## config.mk

```make
export PLATFORM = sky130hd
export DESIGN_NAME = srec_dumper_flat
export DESIGN_NICKNAME = d
export VERILOG_FILES = /design/src/rtl/srec_dumper_if.sv /design/src/rtl/srec_dumper.sv /design/src/flat_wrapper.sv
export SDC_FILE = /design/constraint.sdc
export NUM_CORES = 1
export LEC_CHECK = 0
export CAP_MARGIN = 20
export CORE_MARGIN = 2
export CORE_UTILIZATION = 55
export CTS_BUF_LIST = sky130_fd_sc_hd__clkbuf_4 sky130_fd_sc_hd__clkbuf_8
export DETAILED_ROUTE_END_ITERATION = 10
export PLACE_DENSITY_LB_ADDON = 0.2
export SYNTH_ARGS = -nofsm -noshare
export SYNTH_HDL_FRONTEND = slang
export SYNTH_SLANG_ARGS = --single-unit
export TNS_END_PERCENT = 10
```

## constraint.sdc

```tcl
create_clock -name clk -period 10 [get_ports clk]
set_input_delay 2 -clock clk [delete_from_list [all_inputs] [get_ports clk]]
set_output_delay 2 -clock clk [all_outputs]
set_load 0.1 [all_outputs]
```

## src/rtl/srec_dumper_if.sv

```systemverilog
// Bundle of the memory-read bus, character stream and dump control signals
// shared between the S-record dumper and the blocks around it.
interface srec_dumper_if;
  logic        start;
  logic [0:31] base_addr;
  logic [0:15] word_count;
  logic [0:31] mem_addr;
  logic        mem_write_en;
  logic [0:1]  mem_access_size;
  logic [0:31] mem_data_out;
  logic [0:7]  char_out;
  logic        char_valid;
  logic        char_ready;
  logic        busy;
  logic        done;

  modport master (
    input  start, base_addr, word_count, mem_data_out, char_ready,
    output mem_addr, mem_write_en, mem_access_size, char_out, char_valid, busy, done
  );

  modport slave (
    output start, base_addr, word_count, mem_data_out, char_ready,
    input  mem_addr, mem_write_en, mem_access_size, char_out, char_valid, busy, done
  );
endinterface

```

## src/rtl/srec_dumper.sv

```systemverilog
// Reads word_count words from memory starting at base_addr and streams them out
// as Motorola S3 records, optionally followed by an S7 termination record.
module srec_dumper #(
  parameter logic [7:0] EOL_CHAR  = 8'h0A,
  parameter bit         S7_ENABLE = 1'b1
) (
  input logic           clk,
  input logic           reset,
  srec_dumper_if.master bus
);

  typedef enum logic [2:0] {
    ST_IDLE, ST_FETCH, ST_WAIT, ST_EMIT, ST_TERM, ST_DONE
  } state_t;

  localparam logic [7:0] CH_S      = 8'h53;
  localparam logic [4:0] S3_LAST   = 5'd22;
  localparam logic [4:0] S7_LAST   = 5'd14;

  state_t      r_state;
  logic [0:31] r_base;
  logic [0:31] r_addr;
  logic [0:15] r_count;
  logic [0:31] r_data;
  logic [4:0]  r_idx;
  logic [0:31] r_mem_addr;
  logic [0:7]  r_char_out;
  logic        r_char_valid;
  logic        r_busy;
  logic        r_done;

  function automatic logic [7:0] hex_ascii(input logic [3:0] n);
    return (n < 4'd10) ? (8'h30 + {4'h0, n}) : (8'h37 + {4'h0, n});
  endfunction

  function automatic logic [7:0] byte_sum(input logic [31:0] v);
    return v[31:24] + v[23:16] + v[15:8] + v[7:0];
  endfunction

  // Character at position idx of "S309 AAAAAAAA DDDDDDDD CC EOL" (no spaces).
  function automatic logic [7:0] s3_char(input logic [4:0] idx, input logic [31:0] addr,
                                         input logic [31:0] data);
    logic [7:0]  sum;
    logic [71:0] hex;
    int          sh;
    sum = 8'h09 + byte_sum(addr) + byte_sum(data);
    hex = {addr, data, ~sum};
    sh  = 68 - 4 * (int'(idx) - 4);
    case (idx)
      5'd0:    return CH_S;
      5'd1:    return 8'h33;
      5'd2:    return 8'h30;
      5'd3:    return 8'h39;
      S3_LAST: return EOL_CHAR;
      default: return (sh >= 0 && sh <= 68) ? hex_ascii(hex[sh +: 4]) : 8'h00;
    endcase
  endfunction

  function automatic logic [7:0] s7_char(input logic [4:0] idx, input logic [31:0] base);
    logic [7:0]  sum;
    logic [39:0] hex;
    int          sh;
    sum = 8'h05 + byte_sum(base);
    hex = {base, ~sum};
    sh  = 36 - 4 * (int'(idx) - 4);
    case (idx)
      5'd0:    return CH_S;
      5'd1:    return 8'h37;
      5'd2:    return 8'h30;
      5'd3:    return 8'h35;
      S7_LAST: return EOL_CHAR;
      default: return (sh >= 0 && sh <= 36) ? hex_ascii(hex[sh +: 4]) : 8'h00;
    endcase
  endfunction

  always_ff @(posedge clk) begin
    if (reset) begin
      r_state      <= ST_IDLE;
      r_base       <= '0;
      r_addr       <= '0;
      r_count      <= '0;
      r_data       <= '0;
      r_idx        <= '0;
      r_mem_addr   <= '0;
      r_char_out   <= '0;
      r_char_valid <= 1'b0;
      r_busy       <= 1'b0;
      r_done       <= 1'b0;
    end else begin
      r_done <= 1'b0;
      case (r_state)
        ST_IDLE: begin
          if (bus.start) begin
            r_base  <= bus.base_addr;
            r_addr  <= bus.base_addr;
            r_count <= bus.word_count;
            r_busy  <= 1'b1;
            if (bus.word_count != 16'd0) begin
              r_mem_addr <= bus.base_addr;
              r_state    <= ST_FETCH;
            end else if (S7_ENABLE) begin
              r_state      <= ST_TERM;
              r_idx        <= '0;
              r_char_out   <= CH_S;
              r_char_valid <= 1'b1;
            end else begin
              r_state <= ST_DONE;
              r_done  <= 1'b1;
            end
          end
        end
        ST_FETCH: r_state <= ST_WAIT;
        ST_WAIT: begin
          r_data       <= bus.mem_data_out;
          r_idx        <= '0;
          r_char_out   <= CH_S;
          r_char_valid <= 1'b1;
          r_state      <= ST_EMIT;
        end
        ST_EMIT: begin
          if (bus.char_ready) begin
            if (r_idx == S3_LAST) begin
              r_addr  <= r_addr + 32'd4;
              r_count <= r_count - 16'd1;
              r_idx   <= '0;
              // r_count still holds the pre-decrement value here
              if (r_count != 16'd1) begin
                r_mem_addr   <= r_addr + 32'd4;
                r_char_valid <= 1'b0;
                r_state      <= ST_FETCH;
              end else if (S7_ENABLE) begin
                r_char_out <= CH_S;
                r_state    <= ST_TERM;
              end else begin
                r_char_valid <= 1'b0;
                r_done       <= 1'b1;
                r_state      <= ST_DONE;
              end
            end else begin
              r_idx      <= r_idx + 5'd1;
              r_char_out <= s3_char(r_idx + 5'd1, r_addr, r_data);
            end
          end
        end
        ST_TERM: begin
          if (bus.char_ready) begin
            if (r_idx == S7_LAST) begin
              r_idx        <= '0;
              r_char_valid <= 1'b0;
              r_done       <= 1'b1;
              r_state      <= ST_DONE;
            end else begin
              r_idx      <= r_idx + 5'd1;
              r_char_out <= s7_char(r_idx + 5'd1, r_base);
            end
          end
        end
        ST_DONE: begin
          r_busy  <= 1'b0;
          r_state <= ST_IDLE;
        end
        default: r_state <= ST_IDLE;
      endcase
    end
  end

  assign bus.mem_addr        = r_mem_addr;
  assign bus.mem_write_en    = 1'b0;
  assign bus.mem_access_size = 2'b11;
  assign bus.char_out        = r_char_out;
  assign bus.char_valid      = r_char_valid;
  assign bus.busy            = r_busy;
  assign bus.done            = r_done;

endmodule

```

## src/flat_wrapper.sv

```systemverilog
// flat-port wrapper written by rule: the top's interface ports become plain ports
module srec_dumper_flat 
#(
  parameter logic [7:0] EOL_CHAR  = 8'h0A,
  parameter bit         S7_ENABLE = 1'b1
)
  (clk, reset, bus_start, bus_base_addr, bus_word_count, bus_mem_data_out, bus_char_ready, bus_mem_addr, bus_mem_write_en, bus_mem_access_size, bus_char_out, bus_char_valid, bus_busy, bus_done);
  srec_dumper_if bus_i ();
  input logic clk;
  input logic reset;
  input wire logic [$bits(bus_i.start)-1:0] bus_start;
  input wire logic [$bits(bus_i.base_addr)-1:0] bus_base_addr;
  input wire logic [$bits(bus_i.word_count)-1:0] bus_word_count;
  input wire logic [$bits(bus_i.mem_data_out)-1:0] bus_mem_data_out;
  input wire logic [$bits(bus_i.char_ready)-1:0] bus_char_ready;
  output wire logic [$bits(bus_i.mem_addr)-1:0] bus_mem_addr;
  output wire logic [$bits(bus_i.mem_write_en)-1:0] bus_mem_write_en;
  output wire logic [$bits(bus_i.mem_access_size)-1:0] bus_mem_access_size;
  output wire logic [$bits(bus_i.char_out)-1:0] bus_char_out;
  output wire logic [$bits(bus_i.char_valid)-1:0] bus_char_valid;
  output wire logic [$bits(bus_i.busy)-1:0] bus_busy;
  output wire logic [$bits(bus_i.done)-1:0] bus_done;
  assign bus_i.start = bus_start;
  assign bus_i.base_addr = bus_base_addr;
  assign bus_i.word_count = bus_word_count;
  assign bus_i.mem_data_out = bus_mem_data_out;
  assign bus_i.char_ready = bus_char_ready;
  assign bus_mem_addr = bus_i.mem_addr;
  assign bus_mem_write_en = bus_i.mem_write_en;
  assign bus_mem_access_size = bus_i.mem_access_size;
  assign bus_char_out = bus_i.char_out;
  assign bus_char_valid = bus_i.char_valid;
  assign bus_busy = bus_i.busy;
  assign bus_done = bus_i.done;
  srec_dumper #(.EOL_CHAR(EOL_CHAR), .S7_ENABLE(S7_ENABLE)) u_core (.clk(clk), .reset(reset), .bus(bus_i));
endmodule
```

---- Word-level counts from Yosys, hierarchy flattened ----
Index checks and enable logic that the tools add are counted.
storage, ports and cells
  bits in registers ....................... 163
  bits of input ports ..................... 84
cells by class
  add/sub/neg operators ................... 22
  $lt $le $gt $ge ......................... 6
  equality and inequality tests ........... 23
  shift-type cells ........................ 2
  multiplexer cells ....................... 54
  bitwise gates (word level) .............. 4
  reductions and logical operators ........ 17
operators by type and width
  kind                                                                                count
  32-bit 2-to-1 mux                                                                   8
  32-bit case mux with 2 select lines                                                 2
  8-bit 2-to-1 mux                                                                    11
  8-bit adder                                                                         10
  8-bit case mux with 5 select lines                                                  2
  72-bit by 32-bit variable part select with 4-bit output                             1
  32-bit by 1-bit >= comparator with 1-bit output (second input constant)             2
  16-bit 2-to-1 mux                                                                   3
  40-bit by 32-bit variable part select with 4-bit output                             1
  32-bit by 3-bit adder with 32-bit output (second input constant)                    1
  32-bit by 7-bit less-or-equal comparator with 1-bit output (second input constant)  1
  32-bit by 8-bit less-or-equal comparator with 1-bit output (second input constant)  1
  16-bit case mux with 2 select lines                                                 1
  8-bit case mux with 4 select lines                                                  1
  7-bit by 32-bit subtractor with 32-bit output (first input constant)                1
  8-bit by 32-bit subtractor with 32-bit output (first input constant)                1
  5-bit 2-to-1 mux                                                                    6
  6-bit by 4-bit adder with 7-bit output (first input constant)                       4
  3-bit 2-to-1 mux                                                                    7
  5-bit case mux with 4 select lines                                                  1
  16-bit by 1-bit inequality test with 1-bit output (second input constant)           1
  8-bit inverter                                                                      2
  16-bit nonzero test                                                                 1
  16-bit by 1-bit subtractor with 16-bit output (second input constant)               1
  other kinds (32)                                                                    58

---- Logic depth before layout (Yosys ltp) ----
Gate-level depths: netlist of run 1.
  depth after elaboration ................. 14
  gate-level depth with buffers ........... 23
  depth with buffers taken out ............ 21

---- Worst setup path after synthesis of run 1 ----
Ideal clock, no wire load.
  path kind ............................... register to register
  start ................................... register u_core.r_data[29] (netlist bit)
  end ..................................... register u_core.r_char_out (netlist bit u_core.bus.char_out[3])
  library setup time ...................... 0.132 ns
  arrival ................................. 4.826 ns
  data required time ...................... 9.868 ns
  slack ................................... 5.041 ns
  stages on the path, launching flop included .. 20
  clock period less this slack ............ 4.959 ns
  cell sequence ........................... dfxtp_1 inv_1 fa_1 inv_1 fa_1 fa_1 fa_1 ha_1 fa_1 xor2_1 mux4_2 o21ai_0 o21ai_0 o22a_1 ha_1 nand2_1 o211ai_1 a211o_1 o311ai_1 a21oi_1
on the way
  cells in the longest elaborated chain, start to end .. 11
  elaborated cells between the ends (all ways) .. 13
  classes of those cells .................. add/sub (4); order compare (1); shift (1); mux (6); bitwise (1)
ends and longest elaborated chain
  element                                                                              RTL line            source
  from (decl)                                                                          srec_dumper.sv:24   logic [0:31] r_data;
  from (signal assigned)                                                               srec_dumper.sv:114  r_data <= bus.mem_data_out;
  8-bit adder                                                                          srec_dumper.sv:37   return v[31:24] + v[23:16] + v[15:8] + v[7:0];
  8-bit adder                                                                          srec_dumper.sv:46   sum = 8'h09 + byte_sum(addr) + byte_sum(data);
  8-bit inverter                                                                       srec_dumper.sv:47   hex = {addr, data, ~sum};
  72-bit by 32-bit variable part select with 4-bit output *                            srec_dumper.sv:55   default: return (sh >= 0 && sh <= 68) ? hex_ascii(hex[sh +: 4]) : 8'h00;
  6-bit by 4-bit adder with 7-bit output / 4-bit < comparator (equally long branches)  srec_dumper.sv:33   return (n < 4'd10) ? (8'h30 + {4'h0, n}) : (8'h37 + {4'h0, n});
  8-bit 2-to-1 mux *                                                                   srec_dumper.sv:33
  8-bit 2-to-1 mux *                                                                   srec_dumper.sv:55
  8-bit case mux with 5 select lines *                                                 srec_dumper.sv:49   case (idx)
  8-bit 2-to-1 mux *                                                                   srec_dumper.sv:122  if (r_idx == S3_LAST) begin
  8-bit 2-to-1 mux *                                                                   srec_dumper.sv:121  if (bus.char_ready) begin
  8-bit case mux with 4 select lines *                                                 srec_dumper.sv:91   case (r_state)
  to (signal assigned)                                                                 srec_dumper.sv:141  r_char_out <= s3_char(r_idx + 5'd1, r_addr, r_data);
  to (signal assigned)                                                                 srec_dumper.sv:154  r_char_out <= s7_char(r_idx + 5'd1, r_base);
  to (decl)                                                                            srec_dumper.sv:27   logic [0:7] r_char_out;
Every way passes the cells marked *; elsewhere a longest branch is shown, timed or not. The select of a mux whose other input is x is not followed.
A chain may end at the register's enable or synchronous reset.

---- Worst setup path in the final report of run 1 ----
  start ................................... register u_core.r_idx[0]
  end ..................................... register u_core.r_char_out (netlist bit u_core.bus.char_out[7])
on the way
  cells in the longest elaborated chain, start to end .. 11
  elaborated cells between the ends (all ways) .. 40
  classes of those cells .................. add/sub (8); order compare (6); eq/ne (9); shift (2); mux (11); reduce/logical (4)
ends and longest elaborated chain
  element                                                                                                                                    RTL line                                source
  from (decl)                                                                                                                                srec_dumper.sv:25                       logic [4:0] r_idx;
  from (signal assigned)                                                                                                                     srec_dumper.sv:140                      r_idx <= r_idx + 5'd1;
  from (signal assigned)                                                                                                                     srec_dumper.sv:153                      r_idx <= r_idx + 5'd1;
  5-bit by 1-bit adder with 5-bit output                                                                                                     srec_dumper.sv:141, srec_dumper.sv:154
  5-bit by 3-bit subtractor with 6-bit output                                                                                                srec_dumper.sv:48, srec_dumper.sv:65
  8-bit by 32-bit subtractor with 32-bit output / 7-bit by 32-bit subtractor with 32-bit output (equally long branches)                      srec_dumper.sv:48, srec_dumper.sv:65
  72-bit by 32-bit variable part select with 4-bit output / 40-bit by 32-bit variable part select with 4-bit output (equally long branches)  srec_dumper.sv:55, srec_dumper.sv:72
  6-bit by 4-bit adder with 7-bit output / 4-bit < comparator (equally long branches)                                                        srec_dumper.sv:33
  8-bit 2-to-1 mux                                                                                                                           srec_dumper.sv:33
  8-bit 2-to-1 mux (on tied branches)                                                                                                        srec_dumper.sv:55, srec_dumper.sv:72
  8-bit case mux with 5 select lines (on tied branches)                                                                                      srec_dumper.sv:49, srec_dumper.sv:66
  8-bit 2-to-1 mux (on tied branches)                                                                                                        srec_dumper.sv:122, srec_dumper.sv:147
  8-bit 2-to-1 mux (on tied branches)                                                                                                        srec_dumper.sv:121, srec_dumper.sv:146
  8-bit case mux with 4 select lines                                                                                                         srec_dumper.sv:91
Several ways; a longest one is shown, not always the timed one. The select of a mux whose other input is x is not followed.

==> results of run 1 <==
## layout by cell type, fill, tap and decap left out, types with 28 or more instances in the layout
master / instances
a21oi_1: 161
clkdlybuf4s50_1: 124
dfxtp_1: 161
fa_1: 51
ha_1: 57
inv_1: 107
nand2_1: 325
nand3_1: 32
nor2_1: 71
o21ai_0: 70
xnor2_1: 28
## power groups by stage
stage	clock network (mW)	registers [mW]	logic (mW)
2_1_floorplan	0	0.997	0.813
4_1_cts	0.522	0.847	1.30
5_1_grt	0.554	0.860	1.46
3_5_place_dp	0	0.861	1.29
3_3_place_gp	0	0.859	1.26
6_report	0.517	0.851	1.32
## per-layer routing
| metal | vias to the layer above | GRT usage (%) | part of all wire, % |
|---|---|---|---|
| met3 | 47 | 5.89 | 6.5 |
| met4 | 0 | 8.38 | 1.8 |
| met2 | 323 | 47.0 | 46 |
| met5 | - | 0 | 0 |
| met1 | 4982 | 41.9 | 45 |
| li1 | 5073 | - | - |
## cells by family after synthesis
logic type,synth area share (%)
adder cells (fa/ha/maj),15.1
AND/OR/NAND/NOR,21.4
AO/OA/AOI/OAI,17.6
buffers and inverters,7.14
flip-flops,28.3
XOR/XNOR,5.26
multiplexers,5.20
other,0.0655
## worst max-delay path: stages, from the launching register on
cell and delay [ps]:
dfxtp_2 330, buf_4 500, clkinv_1 450, ha_1 410
buf_4 380, clkinv_1 380, ha_1 390, o21ai_2 210
ha_1 270, nor3b_1 470, a21oi_1 110, or2_2 300
a31oi_1 330, a21oi_2 80, nor3_2 170, mux2_4 320
a211o_1 290, a41o_1 230
## metrics by stage
stage | util [%] | power [mW] | hold WS (ps) | setup WS [ps]
after floorplan | - | 1.81 | 436 | 5040
after detailed placement | 62.6 | 2.15 | 448 | 4280
after global routing | 64.9 | 2.87 | 482 | 3790
final | 64.9 | 2.68 | 460 | 4260
after CTS | 64.6 | 2.66 | 462 | 4260
after global placement | 62.6 | 2.12 | 444 | 4470
## flip-flops by register name, summed over array words and instances (netlist names)
name                   cells
u_core.bus.busy            1
u_core.bus.char_out        7
u_core.bus.char_valid      1
u_core.bus.done            1
u_core.bus.mem_addr       32
u_core.r_addr             32
u_core.r_base             32
u_core.r_count            16
u_core.r_data             32
u_core.r_idx               5
u_core.r_state             3
## path summary, 6_finish.rpt
| check | endpoint | slack [ps] | depth (start not counted) |
|---|---|---|---|
| max | u_core.bus.char_out[7] | 4260 | 17 |
| min | u_core.bus.mem_addr[21] | 460 | 2 |
| min reg2reg | u_core.bus.mem_addr[21] | 460 | 2 |
| max reg2reg | u_core.bus.char_out[7] | 4260 | 17 |
## synthesized netlist by cell type (9+ instances only)
master    number
mux2i_1       10
nor3_1        24
xor2_1        21
nand2_1      325
a21oi_1      161
nand3_1       33
dfxtp_1      162
a211oi_1      22
o21ai_0       70
and3_1        18
nand4_1       12
nor4_1         9
xnor2_1       28
nor2_1        74
mux4_2        13
fa_1          51
inv_1        107
ha_1          57
clkbuf_1      68
## layout make-up
cell class	count	area (um2)	share of cell area, %
Timing Repair Buffer	139	1390	10.5
Sequential cell	162	3240	24.5
Inverter	109	409	3.09
Clock buffer	18	241	1.83
Tap cell	270	338	2.56
Multi-Input combinational cell	1090	7430	56.2
Clock inverter	14	169	1.28
==> key figures, run 1 <==
Outcome
  – Status: completed

Timing
  – Tcrit/Tclk final: 57.4%
  – Worst Skew: 22.7 ps
  – Fin crit period: 5740 ps
  – Unrepaired setup endpoints after global routing: false
  – Max-slew violations: 0
  – Slew HR: 30.9%
  – FMAX: 174 MHz
  – Hold Vio Cnt, Final: 0
  – Setup TNS: 0 ps
  – Worst Tran Pin Value: 1040 ps
  – Setup violators final: 0

CTS
  – Post-CTS Hold Fix Bufs: 0
  – Setup Fix Bufs, Post-CTS: 0
  – Latest clock arrival within the worst-skew pair: 480 ps
  – Clk sinks: 162
  – H-tree depth: 4
  – TritonCTS buffer count: 17
  – CTS max path bufs: 2
  – CTS tree: done
  – Post-CTS sizing: 0
  – Worst-path clk slew: 100 ps
  – Root buf cell: clkbuf_8

Global route
  – Grt ovf: 0
  – Vias in the first global route: 9927
  – Overall Global Routing Usage: 29.8%
  – Initial antenna violation count: 0
  – Largest net degree at the start of global routing: 100
  – First-pass GRT wire length: 51900 um

Power
  – Worst vdd ir: 0.148 mV
  – Internal power: 1.48 mW
  – Clock Power Share: 19.3%
  – Switching Share: 44.9%
  – Pleak: 5.15 nW
  – Sequential power share: 31.7%
  – Switching power: 1.21 mW
  – PwrDens: 203 nW/um2
  – Comb pwr share: 49.0%

Critical path
  – CP Data Required Time: 10370 ps
  – Worst EP arrival: 6110 ps
  – Worst r2r src: u_core.r_idx[0]
  – Crit start category: flip-flop
  – Type of the worst setup path: reg -> reg
  – Worst Setup End Kind: flip-flop
  – CP max FO: 44
  – CP Launch Point: u_core.r_idx[0]

Detailed routing
  – WL final: 32300 um
  – Post-DR wirelength/cell: 17.9 um
  – Detailed-route via count: 10400
  – Post-DRT Antenna Nets: 0
  – Vias/cell: 5.79
  – DRT iter0 DRCs: 782
  – Pre-antenna DRT Iters: 5
  – # DRC: 0

Synthesis
  – Mapped Cells: 1447
  – Syn avg cell area: 7.92 um2
  – Top cells by area, synth: dfxtp_1 28%, nand2_1 11%, fa_1 8.9%
  – Asr flop ratio synth: 0%
  – Post-synthesis register bit count: 162
  – Register area share after synthesis: 28.3%
  – Area share of the largest cell type after synthesis: 28.3%
  – Cell variety after synth: 86
  – Top_reg_cell synth: dfxtp_1
  – Yosys warnings: 0
  – Post-synth EDFFs: 0
  – Post-synth top area cell: dfxtp_1
  – Post-Syn Area: 11500 um2

Place
  – GPL Wtd Cong: 0.932
  – Placed insts: 1766
  – Hpwl dp: 23900 um
  – IO buf count: 125
  – Area of placed instances: 12700 um2

Floorplan
  – Core Area: 20400 um2
  – I/O pin cnt: 130
  – Die Y: 148 um
  – Die Span X: 148 um
  – Die area: 22000 um2
  – Initial Util: 56.3%
  – # rows: 52

Flow run
  – Max-cap violations: 0

Cells and area
  – Layout cell share with drive strength beyond 1: 6.07%
  – Final Instance Area: 13200 um2
  – Antenna cells: 0
  – Finished Layout Cells: 1802
  – Area growth from synthesis to layout: 15.3%
  – Fin nets: 1711
  – Filler cells: 1824

Hold path
  – Hold crit path type: reg -> reg
  – Hold Crit Start: u_core.bus.mem_addr[21]
Note: power is estimated with default switching activity, not from simulation.
==> run 2, diff against run 1 <==
clock period = 5.8 ns   (was 10 ns; I/O delays follow)
==> run 2 against run 1 <==
  * Combinational power is 73% higher
  * Global-route usage grew 1.1 points
  * Clock power up 97%
  * Die area stayed put
  * Sequential share of layout area down 0.16 points
  * First-iteration DRC count grew 18%
  * Largest power group unchanged
==> key figures, run 2 (same netlist as run 1, synthesis figures left out) <==
Power
  – Pleak: 5.20 nW
  – Comb pwr share: 48.0%
  – Switching power: 2.09 mW
  – PwrDens: 357 nW/um2
  – Sequential power share: 30.4%
  – Switching Share: 44.0%
  – Internal power: 2.66 mW
  – Clock Power Share: 21.5%
  – Worst vdd ir: 0.219 mV

Detailed routing
  – # DRC: 0
  – Pre-antenna DRT Iters: 6
  – Post-DR wirelength/cell: 18.5 um
  – Post-DRT Antenna Nets: 0
  – Detailed-route via count: 10700
  – WL final: 33500 um
  – DRT iter0 DRCs: 922
  – Vias/cell: 5.95

Cells and area
  – Antenna cells: 0
  – Area growth from synthesis to layout: 16.1%
  – Layout cell share with drive strength beyond 1: 6.44%
  – Final core occ: 65.3%
  – Finished Layout Cells: 1808
  – Commonest non-fill, non-tap cell in the layout: nand2_1
  – Most frequent cells in the layout: 325 x nand2_1, 161 x a21oi_1, 161 x dfxtp_1
  – Fin nets: 1718

Hold path
  – Hold crit path type: reg -> reg

CTS
  – Latest clock arrival within the worst-skew pair: 480 ps
  – CTS max path bufs: 2
  – H-tree depth: 4
  – Root buf cell: clkbuf_8
  – TritonCTS buffer count: 17
  – Setup Fix Bufs, Post-CTS: 0
  – Clk sinks: 162
  – Post-CTS Hold Fix Bufs: 0
  – Post-CTS sizing: 0
  – CTS tree: done
  – Worst-path clk slew: 100 ps

Timing
  – Slew HR: 34.3%
  – Setup violators final: 0
  – Max-slew violations: 0
  – Setup TNS: 0 ps
  – Unrepaired setup endpoints after global routing: false
  – Tcrit/Tclk final: 93.2%
  – Hold_ws: 459 ps
  – Hold Vio Cnt, Final: 0
  – Worst Skew: 18.6 ps
  – Worst Tran Pin Value: 983 ps
  – FMAX: 185 MHz
  – Fin crit period: 5410 ps

Place
  – GPL Wtd Cong: 0.942
  – Hpwl dp: 24600 um
  – Placed insts: 1774
  – IO buf count: 125

Outcome
  – Status: completed

Floorplan
  – Die area: 22000 um2
  – # rows: 52
  – Die Y: 148 um
  – Initial Util: 56.3%
  – Die Span X: 148 um
  – Core Area: 20400 um2
  – I/O pin cnt: 130

Critical path
  – Worst Setup End Kind: flip-flop
  – CP max FO: 7
  – Crit-path slowest cell: fa_1
  – Max stage delay on crit path: 570 ps
  – CP Data Required Time: 6230 ps
  – Worst EP arrival: 5840 ps
  – Most frequent CP cell: fa_1
  – Type of the worst setup path: reg -> reg
  – Crit start category: flip-flop
  – CP cell instances: fa_1 -> fa_1 -> fa_1 -> fa_1 -> ha_1 -> fa_1 -> mux2_2 -> a2111oi_0 -> nor2_1 -> nor4_4 -> o21ai_2 -> and2_0 -> o31ai_1 -> a41o_1

Flow run
  – Max-cap violations: 0

Global route
  – Initial antenna violation count: 0
  – Overall Global Routing Usage: 30.9%
  – Grt ovf: 0
  – First-pass GRT wire length: 53800 um
  – Largest net degree at the start of global routing: 84
  – Vias in the first global route: 10100
==> run 2: changes by cell type in the layout (fill, tap and decap cells not counted) <==
cell       change
bufinv_16      +3
clkinv_2       -3
buf_4          +9
buf_16         -1
clkbuf_4       -1
buf_12         -1
==> run 2: routing by layer <==
layer	up-vias	global-route usage (%)	wire length [um]	part of all wire, %
met2	451	49.2	15500	46
met4	0	9.38	991	3.0
met5	-	0	0	0
met1	5141	43.2	14300	43
li1	5090	-	-	-
met3	67	5.49	2690	8.0
==> run 2: path summary, 6_finish.rpt <==
kind	slack, ps	to	start	cells after the start
min reg2reg	460	u_core.bus.mem_addr[22]	u_core.bus.mem_addr[22]	2
max reg2reg	390	u_core.bus.char_out[7]	u_core.r_addr[21]	14
min	460	u_core.bus.mem_addr[22]	u_core.bus.mem_addr[22]	2
max	390	u_core.bus.char_out[7]	u_core.r_addr[21]	14
==> run 2: stage by stage <==
step | cell area (um2) | power [mW] | setup slack (ps)
final | 13300 | 4.76 | 392
after global routing | 13300 | 5.09 | 64.2
after CTS | 13300 | 4.75 | 415
after detailed placement | 12800 | 3.71 | 481
after global placement | 12800 | 3.68 | 602
after floorplan | 11500 | 3.12 | 841
==> run 2: power by group through the flow <==
| stage | Clock (mW) | Sequential [mW] | Combinational, mW |
|---|---|---|---|
| after floorplan | 0 | 1.72 | 1.40 |
| after detailed placement | 0 | 1.47 | 2.24 |
| after global routing | 1.08 | 1.47 | 2.55 |
| after CTS | 1.03 | 1.44 | 2.28 |
| final | 1.02 | 1.45 | 2.28 |
| after global placement | 0 | 1.46 | 2.22 |
==> run 2: worst max-delay path: cells and delay by family, from the launching register on <==
kind,cells,cell delay (ps)
flip-flops,1,520
adder cells (fa/ha/maj),6,2780
AO/OA/AOI/OAI,4,1120
multiplexers,1,270
AND/OR/NAND/NOR,3,670
==> run 2: layout make-up <==
cell class | count | area (um2)
tap | 270 | 338
fill | 1799 | 7060
multi-input combinational | 1090 | 7430
inverter | 109 | 409
clock inverter | 14 | 244
clock buffer | 17 | 234
sequential | 162 | 3240
timing repair buffer | 146 | 1410
